## config.mk

```make
export PLATFORM = sky130hd
export DESIGN_NAME = id_decode_flat
export DESIGN_NICKNAME = d
export VERILOG_FILES = /design/src/rtl/mips_defs_pkg.sv /design/src/rtl/id_decode_if.sv /design/src/rtl/id_fwd_mux.sv /design/src/rtl/id_decode.sv /design/src/flat_wrapper.sv
export SDC_FILE = /design/constraint.sdc
export NUM_CORES = 1
export LEC_CHECK = 0
export ABC_CLOCK_PERIOD_IN_PS = 2100
export CORE_MARGIN = 10
export CORE_UTILIZATION = 42
export CTS_CLUSTER_SIZE = 16
export DETAILED_ROUTE_END_ITERATION = 10
export PLACE_DENSITY = 0.86
export SETUP_SLACK_MARGIN = 0.05
export SLEW_MARGIN = 25
export SYNTH_ARGS = -nofsm -noshare
export SYNTH_HDL_FRONTEND = slang
export SYNTH_HIERARCHICAL = 1
export SYNTH_SLANG_ARGS = --single-unit
```

## constraint.sdc

```tcl
create_clock -name clk -period 2.1 [get_ports clk]
set_input_delay 0.21 -clock clk [delete_from_list [all_inputs] [get_ports clk]]
set_output_delay 0.21 -clock clk [all_outputs]
set_load 0.005 [all_outputs]
```

## src/rtl/mips_defs_pkg.sv

```systemverilog
// Opcode/funct encodings and ALU control codes shared by the ID stage and the EX ALU.
package mips_defs_pkg;

   localparam logic [5:0] OP_SPECIAL = 6'h00;
   localparam logic [5:0] OP_ANDI    = 6'h0C;
   localparam logic [5:0] OP_ORI     = 6'h0D;
   localparam logic [5:0] OP_XORI    = 6'h0E;
   localparam logic [5:0] OP_LUI     = 6'h0F;

   localparam logic [5:0] FUNCT_AND  = 6'h24;
   localparam logic [5:0] FUNCT_OR   = 6'h25;
   localparam logic [5:0] FUNCT_XOR  = 6'h26;
   localparam logic [5:0] FUNCT_NOR  = 6'h27;

   typedef enum logic [7:0] {
      ALUOP_NOP = 8'h00,
      ALUOP_AND = 8'h24,
      ALUOP_OR  = 8'h25,
      ALUOP_XOR = 8'h26,
      ALUOP_NOR = 8'h27
   } aluop_e;

   typedef enum logic [2:0] {
      ALUSEL_NOP   = 3'b000,
      ALUSEL_LOGIC = 3'b001
   } alusel_e;

   function automatic logic is_logic_funct(input logic [5:0] funct);
      return (funct == FUNCT_AND) || (funct == FUNCT_OR) ||
             (funct == FUNCT_XOR) || (funct == FUNCT_NOR);
   endfunction

endpackage

```

## src/rtl/id_decode_if.sv

```systemverilog
// ID/EX bundle bus: decoded operation plus its valid/ready handshake.
interface id_decode_if #(
   parameter int DATA_W = 32,
   parameter int REG_AW = 5
);
   logic [7:0]        id_aluop_o;
   logic [2:0]        id_alusel_o;
   logic [DATA_W-1:0] id_rdata_1_o;
   logic [DATA_W-1:0] id_rdata_2_o;
   logic [DATA_W-1:0] id_ext_imm_o;
   logic [REG_AW-1:0] id_waddr_o;
   logic              id_we_o;
   logic              id_valid_o;
   logic              ex_ready_i;

   // A bundle transfers on any cycle with id_valid_o && ex_ready_i; while
   // id_valid_o is high and ex_ready_i low, every bundle field holds steady.
   modport master (
      output id_aluop_o, id_alusel_o, id_rdata_1_o, id_rdata_2_o,
             id_ext_imm_o, id_waddr_o, id_we_o, id_valid_o,
      input  ex_ready_i
   );

   modport slave (
      input  id_aluop_o, id_alusel_o, id_rdata_1_o, id_rdata_2_o,
             id_ext_imm_o, id_waddr_o, id_we_o, id_valid_o,
      output ex_ready_i
   );
endinterface

```

## src/rtl/id_fwd_mux.sv

```systemverilog
// Source-operand select for one register: r0 -> 0, then EX result, MEM result, regfile.
module id_fwd_mux #(
   parameter int DATA_W = 32,
   parameter int REG_AW = 5
) (
   input  logic [REG_AW-1:0] addr,
   input  logic [DATA_W-1:0] rf_data,
   input  logic              ex_we,
   input  logic [REG_AW-1:0] ex_waddr,
   input  logic [DATA_W-1:0] ex_wdata,
   input  logic              mem_we,
   input  logic [REG_AW-1:0] mem_waddr,
   input  logic [DATA_W-1:0] mem_wdata,
   output logic [DATA_W-1:0] data
);

   // EX holds the younger result, so it is tested before MEM.
   always_comb begin
      data = rf_data;
      if (addr == '0) begin
         data = '0;
      end else if (ex_we && (ex_waddr == addr)) begin
         data = ex_wdata;
      end else if (mem_we && (mem_waddr == addr)) begin
         data = mem_wdata;
      end
   end

endmodule

```

## src/rtl/id_decode.sv

```systemverilog
// MIPS ID stage: logical-op decoder, operand forwarding and ID/EX register.
// Define ID_ILLEGAL_FLAG_EN to add the registered id_illegal_o flag.
module id_decode
   import mips_defs_pkg::*;
#(
   parameter int DATA_W = 32,
   parameter int REG_AW = 5
) (
   input  logic              clk,
   input  logic              rst,
   input  logic [31:0]       id_inst_i,
   input  logic              id_valid_i,
   output logic              id_ready_o,
   input  logic              id_flush_i,
   output logic [REG_AW-1:0] id_raddr_1_o,
   output logic [REG_AW-1:0] id_raddr_2_o,
   input  logic [DATA_W-1:0] id_rf_rdata_1_i,
   input  logic [DATA_W-1:0] id_rf_rdata_2_i,
   input  logic              id_ex_fwd_we_i,
   input  logic [REG_AW-1:0] id_ex_fwd_waddr_i,
   input  logic [DATA_W-1:0] id_ex_fwd_wdata_i,
   input  logic              id_mem_fwd_we_i,
   input  logic [REG_AW-1:0] id_mem_fwd_waddr_i,
   input  logic [DATA_W-1:0] id_mem_fwd_wdata_i,
   id_decode_if.master       ex_bus
`ifdef ID_ILLEGAL_FLAG_EN
   ,
   output logic              id_illegal_o
`endif
);

   logic [5:0]        opcode;
   logic [5:0]        funct;
   logic [REG_AW-1:0] rs_a;
   logic [REG_AW-1:0] rt_a;
   logic [REG_AW-1:0] rd_a;
   logic [15:0]       imm16;
   logic [DATA_W-1:0] zext_imm;
   logic [DATA_W-1:0] lui_imm;
   logic [DATA_W-1:0] src_1;
   logic [DATA_W-1:0] src_2;

   assign opcode   = id_inst_i[31:26];
   assign rs_a     = id_inst_i[21 +: REG_AW];
   assign rt_a     = id_inst_i[16 +: REG_AW];
   assign rd_a     = id_inst_i[11 +: REG_AW];
   assign funct    = id_inst_i[5:0];
   assign imm16    = id_inst_i[15:0];
   assign zext_imm = {{(DATA_W-16){1'b0}}, imm16};
   assign lui_imm  = {imm16, {(DATA_W-16){1'b0}}};

   assign id_raddr_1_o = rs_a;
   assign id_raddr_2_o = rt_a;

   id_fwd_mux #(.DATA_W(DATA_W), .REG_AW(REG_AW)) u_fwd_rs (
      .addr      (rs_a),
      .rf_data   (id_rf_rdata_1_i),
      .ex_we     (id_ex_fwd_we_i),
      .ex_waddr  (id_ex_fwd_waddr_i),
      .ex_wdata  (id_ex_fwd_wdata_i),
      .mem_we    (id_mem_fwd_we_i),
      .mem_waddr (id_mem_fwd_waddr_i),
      .mem_wdata (id_mem_fwd_wdata_i),
      .data      (src_1)
   );

   id_fwd_mux #(.DATA_W(DATA_W), .REG_AW(REG_AW)) u_fwd_rt (
      .addr      (rt_a),
      .rf_data   (id_rf_rdata_2_i),
      .ex_we     (id_ex_fwd_we_i),
      .ex_waddr  (id_ex_fwd_waddr_i),
      .ex_wdata  (id_ex_fwd_wdata_i),
      .mem_we    (id_mem_fwd_we_i),
      .mem_waddr (id_mem_fwd_waddr_i),
      .mem_wdata (id_mem_fwd_wdata_i),
      .data      (src_2)
   );

   aluop_e            dec_aluop;
   alusel_e           dec_alusel;
   logic [DATA_W-1:0] dec_op1;
   logic [DATA_W-1:0] dec_op2;
   logic [DATA_W-1:0] dec_imm;
   logic [REG_AW-1:0] dec_waddr;
   logic              dec_we;
   logic              dec_illegal;

   // Undecoded words fall through as a NOP with all operands zeroed.
   always_comb begin
      dec_aluop   = ALUOP_NOP;
      dec_alusel  = ALUSEL_NOP;
      dec_op1     = '0;
      dec_op2     = '0;
      dec_imm     = '0;
      dec_waddr   = '0;
      dec_we      = 1'b0;
      dec_illegal = 1'b0;
      case (opcode)
         OP_SPECIAL: begin
            if (is_logic_funct(funct)) begin
               case (funct)
                  FUNCT_AND: dec_aluop = ALUOP_AND;
                  FUNCT_OR:  dec_aluop = ALUOP_OR;
                  FUNCT_XOR: dec_aluop = ALUOP_XOR;
                  default:   dec_aluop = ALUOP_NOR;
               endcase
               dec_alusel = ALUSEL_LOGIC;
               dec_op1    = src_1;
               dec_op2    = src_2;
               dec_waddr  = rd_a;
               dec_we     = 1'b1;
            end else begin
               dec_illegal = (id_inst_i != 32'h0);
            end
         end
         OP_ANDI, OP_ORI, OP_XORI: begin
            case (opcode)
               OP_ANDI: dec_aluop = ALUOP_AND;
               OP_ORI:  dec_aluop = ALUOP_OR;
               default: dec_aluop = ALUOP_XOR;
            endcase
            dec_alusel = ALUSEL_LOGIC;
            dec_op1    = src_1;
            dec_op2    = zext_imm;
            dec_imm    = zext_imm;
            dec_waddr  = rt_a;
            dec_we     = 1'b1;
         end
         OP_LUI: begin
            dec_aluop  = ALUOP_OR;
            dec_alusel = ALUSEL_LOGIC;
            dec_op2    = lui_imm;
            dec_imm    = lui_imm;
            dec_waddr  = rt_a;
            dec_we     = 1'b1;
         end
         default: dec_illegal = 1'b1;
      endcase
      if (dec_waddr == '0) begin
         dec_we = 1'b0;
      end
   end

   logic load;
   assign id_ready_o = !ex_bus.id_valid_o || ex_bus.ex_ready_i;
   assign load       = id_valid_i && id_ready_o && !id_flush_i;

   always_ff @(posedge clk) begin
      if (!rst) begin
         ex_bus.id_aluop_o   <= ALUOP_NOP;
         ex_bus.id_alusel_o  <= ALUSEL_NOP;
         ex_bus.id_rdata_1_o <= '0;
         ex_bus.id_rdata_2_o <= '0;
         ex_bus.id_ext_imm_o <= '0;
         ex_bus.id_waddr_o   <= '0;
         ex_bus.id_we_o      <= 1'b0;
         ex_bus.id_valid_o   <= 1'b0;
      end else if (id_flush_i) begin
         ex_bus.id_we_o      <= 1'b0;
         ex_bus.id_valid_o   <= 1'b0;
      end else if (load) begin
         ex_bus.id_aluop_o   <= dec_aluop;
         ex_bus.id_alusel_o  <= dec_alusel;
         ex_bus.id_rdata_1_o <= dec_op1;
         ex_bus.id_rdata_2_o <= dec_op2;
         ex_bus.id_ext_imm_o <= dec_imm;
         ex_bus.id_waddr_o   <= dec_waddr;
         ex_bus.id_we_o      <= dec_we;
         ex_bus.id_valid_o   <= 1'b1;
      end else if (ex_bus.ex_ready_i) begin
         ex_bus.id_valid_o   <= 1'b0;
      end
   end

`ifdef ID_ILLEGAL_FLAG_EN
   always_ff @(posedge clk) begin
      if (!rst || id_flush_i) begin
         id_illegal_o <= 1'b0;
      end else if (load) begin
         id_illegal_o <= dec_illegal;
      end
   end
`else
   logic unused_illegal;
   assign unused_illegal = dec_illegal;
`endif

endmodule

```

## src/flat_wrapper.sv

```systemverilog
// flat-port wrapper written by rule: the top's interface ports become plain ports
module id_decode_flat import mips_defs_pkg::*;
#(
   parameter int DATA_W = 32,
   parameter int REG_AW = 5
)
  (clk, rst, id_inst_i, id_valid_i, id_ready_o, id_flush_i, id_raddr_1_o, id_raddr_2_o, id_rf_rdata_1_i, id_rf_rdata_2_i, id_ex_fwd_we_i, id_ex_fwd_waddr_i, id_ex_fwd_wdata_i, id_mem_fwd_we_i, id_mem_fwd_waddr_i, id_mem_fwd_wdata_i, ex_bus_id_aluop_o, ex_bus_id_alusel_o, ex_bus_id_rdata_1_o, ex_bus_id_rdata_2_o, ex_bus_id_ext_imm_o, ex_bus_id_waddr_o, ex_bus_id_we_o, ex_bus_id_valid_o, ex_bus_ex_ready_i);
  id_decode_if #(.DATA_W(DATA_W), .REG_AW(REG_AW)) ex_bus_i ();
  input  logic clk;
  input  logic rst;
  input  logic [31:0] id_inst_i;
  input  logic id_valid_i;
  output logic id_ready_o;
  input  logic id_flush_i;
  output logic [REG_AW-1:0] id_raddr_1_o;
  output logic [REG_AW-1:0] id_raddr_2_o;
  input  logic [DATA_W-1:0] id_rf_rdata_1_i;
  input  logic [DATA_W-1:0] id_rf_rdata_2_i;
  input  logic id_ex_fwd_we_i;
  input  logic [REG_AW-1:0] id_ex_fwd_waddr_i;
  input  logic [DATA_W-1:0] id_ex_fwd_wdata_i;
  input  logic id_mem_fwd_we_i;
  input  logic [REG_AW-1:0] id_mem_fwd_waddr_i;
  input  logic [DATA_W-1:0] id_mem_fwd_wdata_i;
  output wire logic [$bits(ex_bus_i.id_aluop_o)-1:0] ex_bus_id_aluop_o;
  output wire logic [$bits(ex_bus_i.id_alusel_o)-1:0] ex_bus_id_alusel_o;
  output wire logic [$bits(ex_bus_i.id_rdata_1_o)-1:0] ex_bus_id_rdata_1_o;
  output wire logic [$bits(ex_bus_i.id_rdata_2_o)-1:0] ex_bus_id_rdata_2_o;
  output wire logic [$bits(ex_bus_i.id_ext_imm_o)-1:0] ex_bus_id_ext_imm_o;
  output wire logic [$bits(ex_bus_i.id_waddr_o)-1:0] ex_bus_id_waddr_o;
  output wire logic [$bits(ex_bus_i.id_we_o)-1:0] ex_bus_id_we_o;
  output wire logic [$bits(ex_bus_i.id_valid_o)-1:0] ex_bus_id_valid_o;
  input wire logic [$bits(ex_bus_i.ex_ready_i)-1:0] ex_bus_ex_ready_i;
  assign ex_bus_id_aluop_o = ex_bus_i.id_aluop_o;
  assign ex_bus_id_alusel_o = ex_bus_i.id_alusel_o;
  assign ex_bus_id_rdata_1_o = ex_bus_i.id_rdata_1_o;
  assign ex_bus_id_rdata_2_o = ex_bus_i.id_rdata_2_o;
  assign ex_bus_id_ext_imm_o = ex_bus_i.id_ext_imm_o;
  assign ex_bus_id_waddr_o = ex_bus_i.id_waddr_o;
  assign ex_bus_id_we_o = ex_bus_i.id_we_o;
  assign ex_bus_id_valid_o = ex_bus_i.id_valid_o;
  assign ex_bus_i.ex_ready_i = ex_bus_ex_ready_i;
  id_decode #(.DATA_W(DATA_W), .REG_AW(REG_AW)) u_core (.clk(clk), .rst(rst), .id_inst_i(id_inst_i), .id_valid_i(id_valid_i), .id_ready_o(id_ready_o), .id_flush_i(id_flush_i), .id_raddr_1_o(id_raddr_1_o), .id_raddr_2_o(id_raddr_2_o), .id_rf_rdata_1_i(id_rf_rdata_1_i), .id_rf_rdata_2_i(id_rf_rdata_2_i), .id_ex_fwd_we_i(id_ex_fwd_we_i), .id_ex_fwd_waddr_i(id_ex_fwd_waddr_i), .id_ex_fwd_wdata_i(id_ex_fwd_wdata_i), .id_mem_fwd_we_i(id_mem_fwd_we_i), .id_mem_fwd_waddr_i(id_mem_fwd_waddr_i), .id_mem_fwd_wdata_i(id_mem_fwd_wdata_i), .ex_bus(ex_bus_i));
endmodule
```

==> impl_metrics.json, run 1 <==
{
  "outcome": "finished, final reports clean",
  "ys_async_sr_fraction": 0,
  "insertion_delay_ns": 0.36,
  "yosys.area_share.xor_xnor": 0.0293,
  "vias": 8110,
  "p_sw_w": 0.00154,
  "drc": 0,
  "crit_family": "buffers and inverters",
  "ir_worst_vdd_uv": 424,
  "wl_um": 30600,
  "fin_util": 0.702,
  "fmax_mhz": 498,
  "fin_crit_sh": 0.957,
  "critPathSlowestCell": "clkdlybuf4s50_1",
  "fill_cells": 1213,
  "antenna_found_initial": 0,
  "synthSimpleGateAreaFrac": 0.186,
  "antenna_cells": 0,
  "cpPeakStageDelay_ns": 0.45,
  "synth-edff-count": 0,
  "grt_pass1_vias": 7941,
  "p_leak_nw": 3.50,
  "synth-compound-area-share": 0.368,
  "crit_buf_inv": 4,
  "yosysMostFrequentCell": "dfxtp_1",
  "clockBufferDepth": 2,
  "firstDrtPassIters": 5,
  "path_cells": "clkdlybuf4s50_1 -> buf_4 -> xnor2_1 -> nand4_1 -> buf_12 -> buf_12 -> o22a_1 -> a211oi_4 -> a22oi_1 -> o2bb2ai_1",
  "maxSlewViolCount": 0,
  "yosysTopAreaCell": "dfxtp_1",
  "ys.flop_type": "dfxtp_1",
  "netlist_instances": 797,
  "synth.distinct_cells": 42,
  "dp.cells": 1272,
  "synth_commonest_cells": "dfxtp_1 (107), clkbuf_1 (71), nand3_1 (70)",
  "cp_common_cell": "buf_12",
  "fin_skew_ns": 0.00859,
  "portBuffers": 295,
  "start_util": 0.427,
  "cp-end-kind": "flip-flop",
  "netlist_area_mm2": 0.00649,
  "gp_congestion": 0.953,
  "clk_pin_slew_worst_paths_ns": 0.08,
  "hpwl_um": 23600,
  "synth_warnings": 6,
  "drive_gt1_frac": 0.148,
  "cts_tree": "done",
  "final_nets": 1275,
  "avgSynthCellArea_um2": 8.15,
  "path_max_fanout": 36,
  "critPathArrivalTime_ns": 2.31,
  "synth_fa_ha_area_frac": 0,
  "std_cell_rows": 45,
  "grt-ovfl-total": 0,
  "power_density_mw_per_mm2": 480,
  "synth_area_leaders": "dfxtp_1 (33%), nand3_1 (5.4%), o21ai_0 (5.3%)",
  "core_region_area_mm2": 0.0152,
  "cts_num_sinks": 107,
  "ys_seq_elements": 107,
  "switching_share": 0.300,
  "vias_per_cell": 6.28,
  "dieArea_mm2": 0.0208,
  "start_kind": "primary input",
  "finalHoldViolCount": 0,
  "hp-class": "primary input to flip-flop",
  "final_area_mm2": 0.0107,
  "drv_cap": 0,
  "finalSetupTns_ns": 0,
  "synthMuxAreaShare": 0,
  "grt_pass1_wl_um": 45700,
  "wl_per_cell_um": 23.7,
  "rsz0062_at_grt": "true",
  "ys_seq_area_frac": 0.330,
  "syn2layout_area_growth_pct": 64.3,
  "detail-route-antenna-nets": 0,
  "combPwrFrac": 0.260,
  "period_needed_ns": 2.01,
  "required_ns": 2.40,
  "postCtsHoldBufs": 0,
  "dpl-instance-area_mm2": 0.0103,
  "p_clk_frac": 0.340,
  "cts_made_buffers": 9,
  "grt_max_degree": 39,
  "die_w_um": 144,
  "criticalPathCategory": "primary input to flip-flop",
  "p_int_w": 0.00358,
  "power_frac_seq": 0.401,
  "grtUsageTotal": 0.280,
  "synth_top_area_frac": 0.330,
  "synth_top_family_by_area": "compound AO/OA/AOI/OAI gates",
  "die_h_um": 144,
  "fin_cells": 1291,
  "dr.first_iter.drc_count": 995,
  "root_buffer": "clkbuf_16",
  "ios": 302,
  "setup_viol": 0,
  "htree_num_levels": 3
}
[routing by layer]
| metal | part of all wire | GRT usage |
|---|---|---|
| met2 | 0.46 | 0.458 |
| met3 | 0.12 | 0.103 |
| met4 | 0.039 | 0.113 |
| met1 | 0.37 | 0.324 |
| met5 | 0 | 0 |
[layout by cell type, fill, tap and decap left out, types with 11 or more instances in the layout]
| cell | n |
|---|---|
| clkdlybuf4s50_1 | 292 |
| dfxtp_1 | 107 |
| buf_4 | 81 |
| nand3_1 | 70 |
| o21ai_0 | 68 |
| nor3_1 | 66 |
| o22a_1 | 36 |
| nand2_1 | 35 |
| a21oi_1 | 33 |
| o2bb2ai_1 | 32 |
| a22o_1 | 32 |
| nand4_1 | 32 |
| a211oi_1 | 32 |
| a22oi_1 | 31 |
| buf_12 | 26 |
| a311oi_2 | 22 |
| xnor2_1 | 18 |
| nor2_1 | 11 |
[power by group through the flow]
stage	combinational [W]	clock (W)	sequential, W
finish	0.00133	0.00174	0.00205
global route	0.00140	0.00184	0.00205
CTS	0.00129	0.00176	0.00205
detailed placement	0.00128	0	0.00210
global placement	0.00127	0	0.00210
floorplan	0.000507	0	0.00210
[registers in the layout (all words and copies together) (netlist names)]
register,count
u_core/ex_bus.id_waddr_o,5
u_core/ex_bus.id_we_o,1
u_core/ex_bus.id_aluop_o,3
u_core/ex_bus.id_alusel_o,1
u_core/ex_bus.id_rdata_2_o,32
u_core/ex_bus.id_valid_o,1
u_core/ex_bus.id_rdata_1_o,32
u_core/ex_bus.id_ext_imm_o,32
[layout make-up]
| class | count | area, um^2 | share of cell area |
|---|---|---|---|
| inverter | 4 | 15.0 | 0.00141 |
| multi-input combinational | 573 | 3880 | 0.363 |
| clock buffer | 10 | 229 | 0.0215 |
| tap | 188 | 235 | 0.0220 |
| sequential | 107 | 2140 | 0.201 |
| timing repair buffer | 403 | 4110 | 0.385 |
| clock inverter | 6 | 65.1 | 0.00610 |
[per-stage QoR]
| step | setup WS, ns | power (W) | hold slack [ns] |
|---|---|---|---|
| 5_1_grt | 0.0298 | 0.00529 | 0.384 |
| 2_1_floorplan | 0.337 | 0.00261 | 0.289 |
| 3_5_place_dp | -0.469 | 0.00338 | 0.445 |
| 4_1_cts | 0.0469 | 0.00511 | 0.424 |
| 3_3_place_gp | -0.467 | 0.00337 | 0.442 |
| 6_report | 0.0908 | 0.00512 | 0.368 |
[timing repair]
| item | in CTS | in global routing |
|---|---|---|
| cloned | 0 | 1 |
| endpoints found under the setup margin | 6 | 29 |
| setup buffers | 1 | 1 |
| pin swaps | 1 | 6 |
| resized for setup | 3 | 6 |
[path summary, 6_finish.rpt]
path                                        from                              to  slack (ns)  cells past startpoint
setup / recovery                   id_inst_i[16]   u_core/ex_bus.id_rdata_2_o[1]        0.09                     10
hold / removal                     id_inst_i[17]     u_core/ex_bus.id_waddr_o[1]        0.37                      4
setup reg to reg        u_core/ex_bus.id_valid_o  u_core/ex_bus.id_ext_imm_o[17]        0.47                      6
hold reg to reg   u_core/ex_bus.id_ext_imm_o[12]  u_core/ex_bus.id_ext_imm_o[12]        0.46                      2
[tightest hold or removal path, delay by kind of cell]
kind,cells,cell delay (ns)
buf+inv,2,0.31
compound gates,1,0.07
simple gates,1,0.11
[logic make-up after synthesis]
family | Yosys count
DFF | 107
xor gates and xnor gates | 20
buffers and inverters | 122
and+or+nand+nor | 234
other | 1
AOI/OAI and AO/OA | 313
Note: power is estimated with default switching activity, not from simulation.
==> run 2: changes to the inputs <==
--- a/config.mk
+++ b/config.mk
@@ -10,7 +10,7 @@
 export CORE_UTILIZATION = 42
 export CTS_CLUSTER_SIZE = 16
 export DETAILED_ROUTE_END_ITERATION = 10
-export PLACE_DENSITY = 0.86
+export PLACE_DENSITY = 0.92
 export SETUP_SLACK_MARGIN = 0.05
 export SLEW_MARGIN = 25
 export SYNTH_ARGS = -nofsm -noshare
==> run 2 against run 1 <==
Effect of this change:
- register-to-register slack is essentially flat
- hold slack gained 0.043 ns
- final cell count about the same
- critical path type unchanged
- setup slack lost 0.081 ns
- utilization is 0.12 points lower
- largest power group unchanged
- flip-flop and latch count stayed put
- critical path depth shrank 1
- non-clock buffer count up 1
- clock power about the same
- routed wire length rose by 1.4%
- critical endpoint is now u_core/ex_bus.id_rdata_2_o[7]
- design area decreased by 0.18%
- global-route usage down 0.23 points
==> impl_metrics.json, run 2 (synthesized netlist as in run 1, its figures left out) <==
{
  "root_buffer": "clkbuf_16",
  "ios": 302,
  "start_kind": "primary input",
  "reg2reg_setup_slack_ns": 0.46,
  "r2r-start": "u_core/ex_bus.id_valid_o",
  "crit_family": "buffers and inverters",
  "ff2ff_path_depth": 6,
  "grt_pass1_vias": 7882,
  "fin_crit_sh": 0.995,
  "hp-class": "primary input to flip-flop",
  "insertion_delay_ns": 0.37,
  "vias": 8249,
  "clk_pin_slew_worst_paths_ns": 0.08,
  "required_ns": 2.40,
  "cts_made_buffers": 9,
  "cpPeakStageDelay_ns": 0.46,
  "syn2layout_area_growth_pct": 64.0,
  "critPathArrivalTime_ns": 2.39,
  "fmax_mhz": 478,
  "cts_tree": "done",
  "period_needed_ns": 2.09,
  "grt_pass1_wl_um": 45200,
  "final_cell_mix": "clkdlybuf4s50_1 (291), dfxtp_1 (107), buf_4 (85)",
  "criticalPathCategory": "primary input to flip-flop",
  "critPathSlowestCell": "clkdlybuf4s50_1",
  "drive_gt1_frac": 0.152,
  "dieArea_mm2": 0.0208,
  "maxSlewViolCount": 0,
  "rsz0062_at_grt": "true",
  "fin_skew_ns": 0.0134,
  "grt_max_degree": 61,
  "die_h_um": 144,
  "power_density_mw_per_mm2": 482,
  "cts_num_sinks": 107,
  "wl_per_cell_um": 24.0,
  "grt-ovfl-total": 0,
  "setup_viol": 0,
  "detail-route-antenna-nets": 0,
  "grtUsageTotal": 0.278,
  "holdPathStages": 4,
  "start_util": 0.427,
  "ir_worst_vdd_uv": 403,
  "hpwl_um": 23500,
  "drv_cap": 0,
  "cp-end-kind": "flip-flop",
  "wl_um": 31100,
  "p_leak_nw": 3.50,
  "vias_per_cell": 6.38,
  "htree_num_levels": 3,
  "crit_buf_inv": 3,
  "reg_top3": "u_core/ex_bus.id_ext_imm_o: 32 flops, u_core/ex_bus.id_rdata_1_o: 32 flops, u_core/ex_bus.id_rdata_2_o: 32 flops",
  "gp_congestion": 0.948,
  "fin_util": 0.701,
  "path_cells": "clkdlybuf4s50_1 -> xnor2_1 -> nand4_1 -> buf_4 -> clkbuf_16 -> o22a_1 -> a211oi_1 -> a22oi_1 -> o2bb2ai_1",
  "r2r_end": "u_core/ex_bus.id_rdata_1_o[16]",
  "postCtsHoldBufs": 0,
  "dr.first_iter.drc_count": 1044,
  "path_max_fanout": 7,
  "clockBufferDepth": 2,
  "final_nets": 1276,
  "hold_start": "id_inst_i[18]",
  "holdWs_ns": 0.411,
  "antenna_found_initial": 0,
  "finalHoldViolCount": 0,
  "drc": 0,
  "firstDrtPassIters": 6,
  "core_region_area_mm2": 0.0152,
  "die_w_um": 144,
  "hold_path_end": "u_core/ex_bus.id_waddr_o[2]",
  "final_common_cell": "clkdlybuf4s50_1",
  "portBuffers": 295,
  "antenna_cells": 0,
  "total_power_w": 0.00513,
  "std_cell_rows": 45,
  "outcome": "finished, final reports clean"
}
[run 2: cell count changes in the layout (fill, tap and decap cells not counted), moves of 2 or more]
cell,change
buf_12,-5
buf_4,+4
or2_1,-2
or2_4,+2
xnor2_1,-2
xnor2_2,+2
[run 2: final cells by class]
class / count / area (um^2)
inverter: 4 / 15.0
sequential: 107 / 2140
clock inverter: 7 / 75.1
timing repair buffer: 404 / 4080
clock buffer: 9 / 225
tap: 188 / 235
fill: 1160 / 4550
multi-input combinational: 573 / 3880
[run 2: timing repair]
action | 4_1_cts | 5_1_grt
pin swaps | 0 | 5
buffers inserted | 1 | 2
cloned | 0 | 2
resized for setup | 5 | 7
setup endpoints to repair | 5 | 14
endpoints found under the hold margin | 0 | 0
[run 2: where the power goes]
| group | switching [W] | internal (W) | leakage, nW |
|---|---|---|---|
| registers | 0.00000929 | 0.00204 | 0.863 |
| clock network | 0.000911 | 0.000851 | 0.145 |
| logic | 0.000631 | 0.000687 | 2.50 |
[run 2: worst max path at each step]
stage | to | slack [ns] | cells past startpoint | start
floorplan | u_core/ex_bus.id_rdata_1_o[29] | 0.34 | 7 | u_core/ex_bus.id_valid_o
global placement | u_core/ex_bus.id_rdata_2_o[0] | -0.41 | 8 | id_inst_i[19]
detailed placement | u_core/ex_bus.id_rdata_2_o[0] | -0.47 | 8 | id_inst_i[19]
CTS | u_core/ex_bus.id_rdata_2_o[1] | 0.05 | 10 | id_inst_i[16]
global route | u_core/ex_bus.id_rdata_2_o[2] | -0.01 | 9 | id_inst_i[20]
finish | u_core/ex_bus.id_rdata_2_o[7] | 0.01 | 9 | id_inst_i[20]
[run 2: metal layers]
metal	up-vias	global-route usage	part of all wire
met1	3880	0.320	0.37
met5	-	0	0
li1	3681	-	-
met3	95	0.0876	0.12
met4	0	0.126	0.042
met2	593	0.461	0.47
[run 2: per-stage QoR]
stage                     std cells  area, um^2  TNS, ns  setup WS [ns]
after floorplan                 802        6510        0          0.337
after global placement         1271       10200    -8.57         -0.407
after detailed placement       1271       10200   -12.85         -0.469
after CTS                      1288       10600        0         0.0547
after global routing           1292       10700  -0.0165        -0.0135
final                          1292       10700        0        0.00968
[run 2: worst min-delay path, cell delays in order]
cell	delay, ns
dlymetal6s2s_1	0.19
buf_4	0.16
a221oi_1	0.08
nor2_1	0.11
==> run 3: changes to the inputs <==
--- a/config.mk
+++ b/config.mk
@@ -10,6 +10,7 @@
 export CORE_UTILIZATION = 42
 export CTS_CLUSTER_SIZE = 16
 export DETAILED_ROUTE_END_ITERATION = 10
+export HOLD_SLACK_MARGIN = 0.1
 export PLACE_DENSITY = 0.92
 export SETUP_SLACK_MARGIN = 0.05
 export SLEW_MARGIN = 25
==> results of run 3 <==
No change in the layout: final DEF, timing and power equal those of run 2.
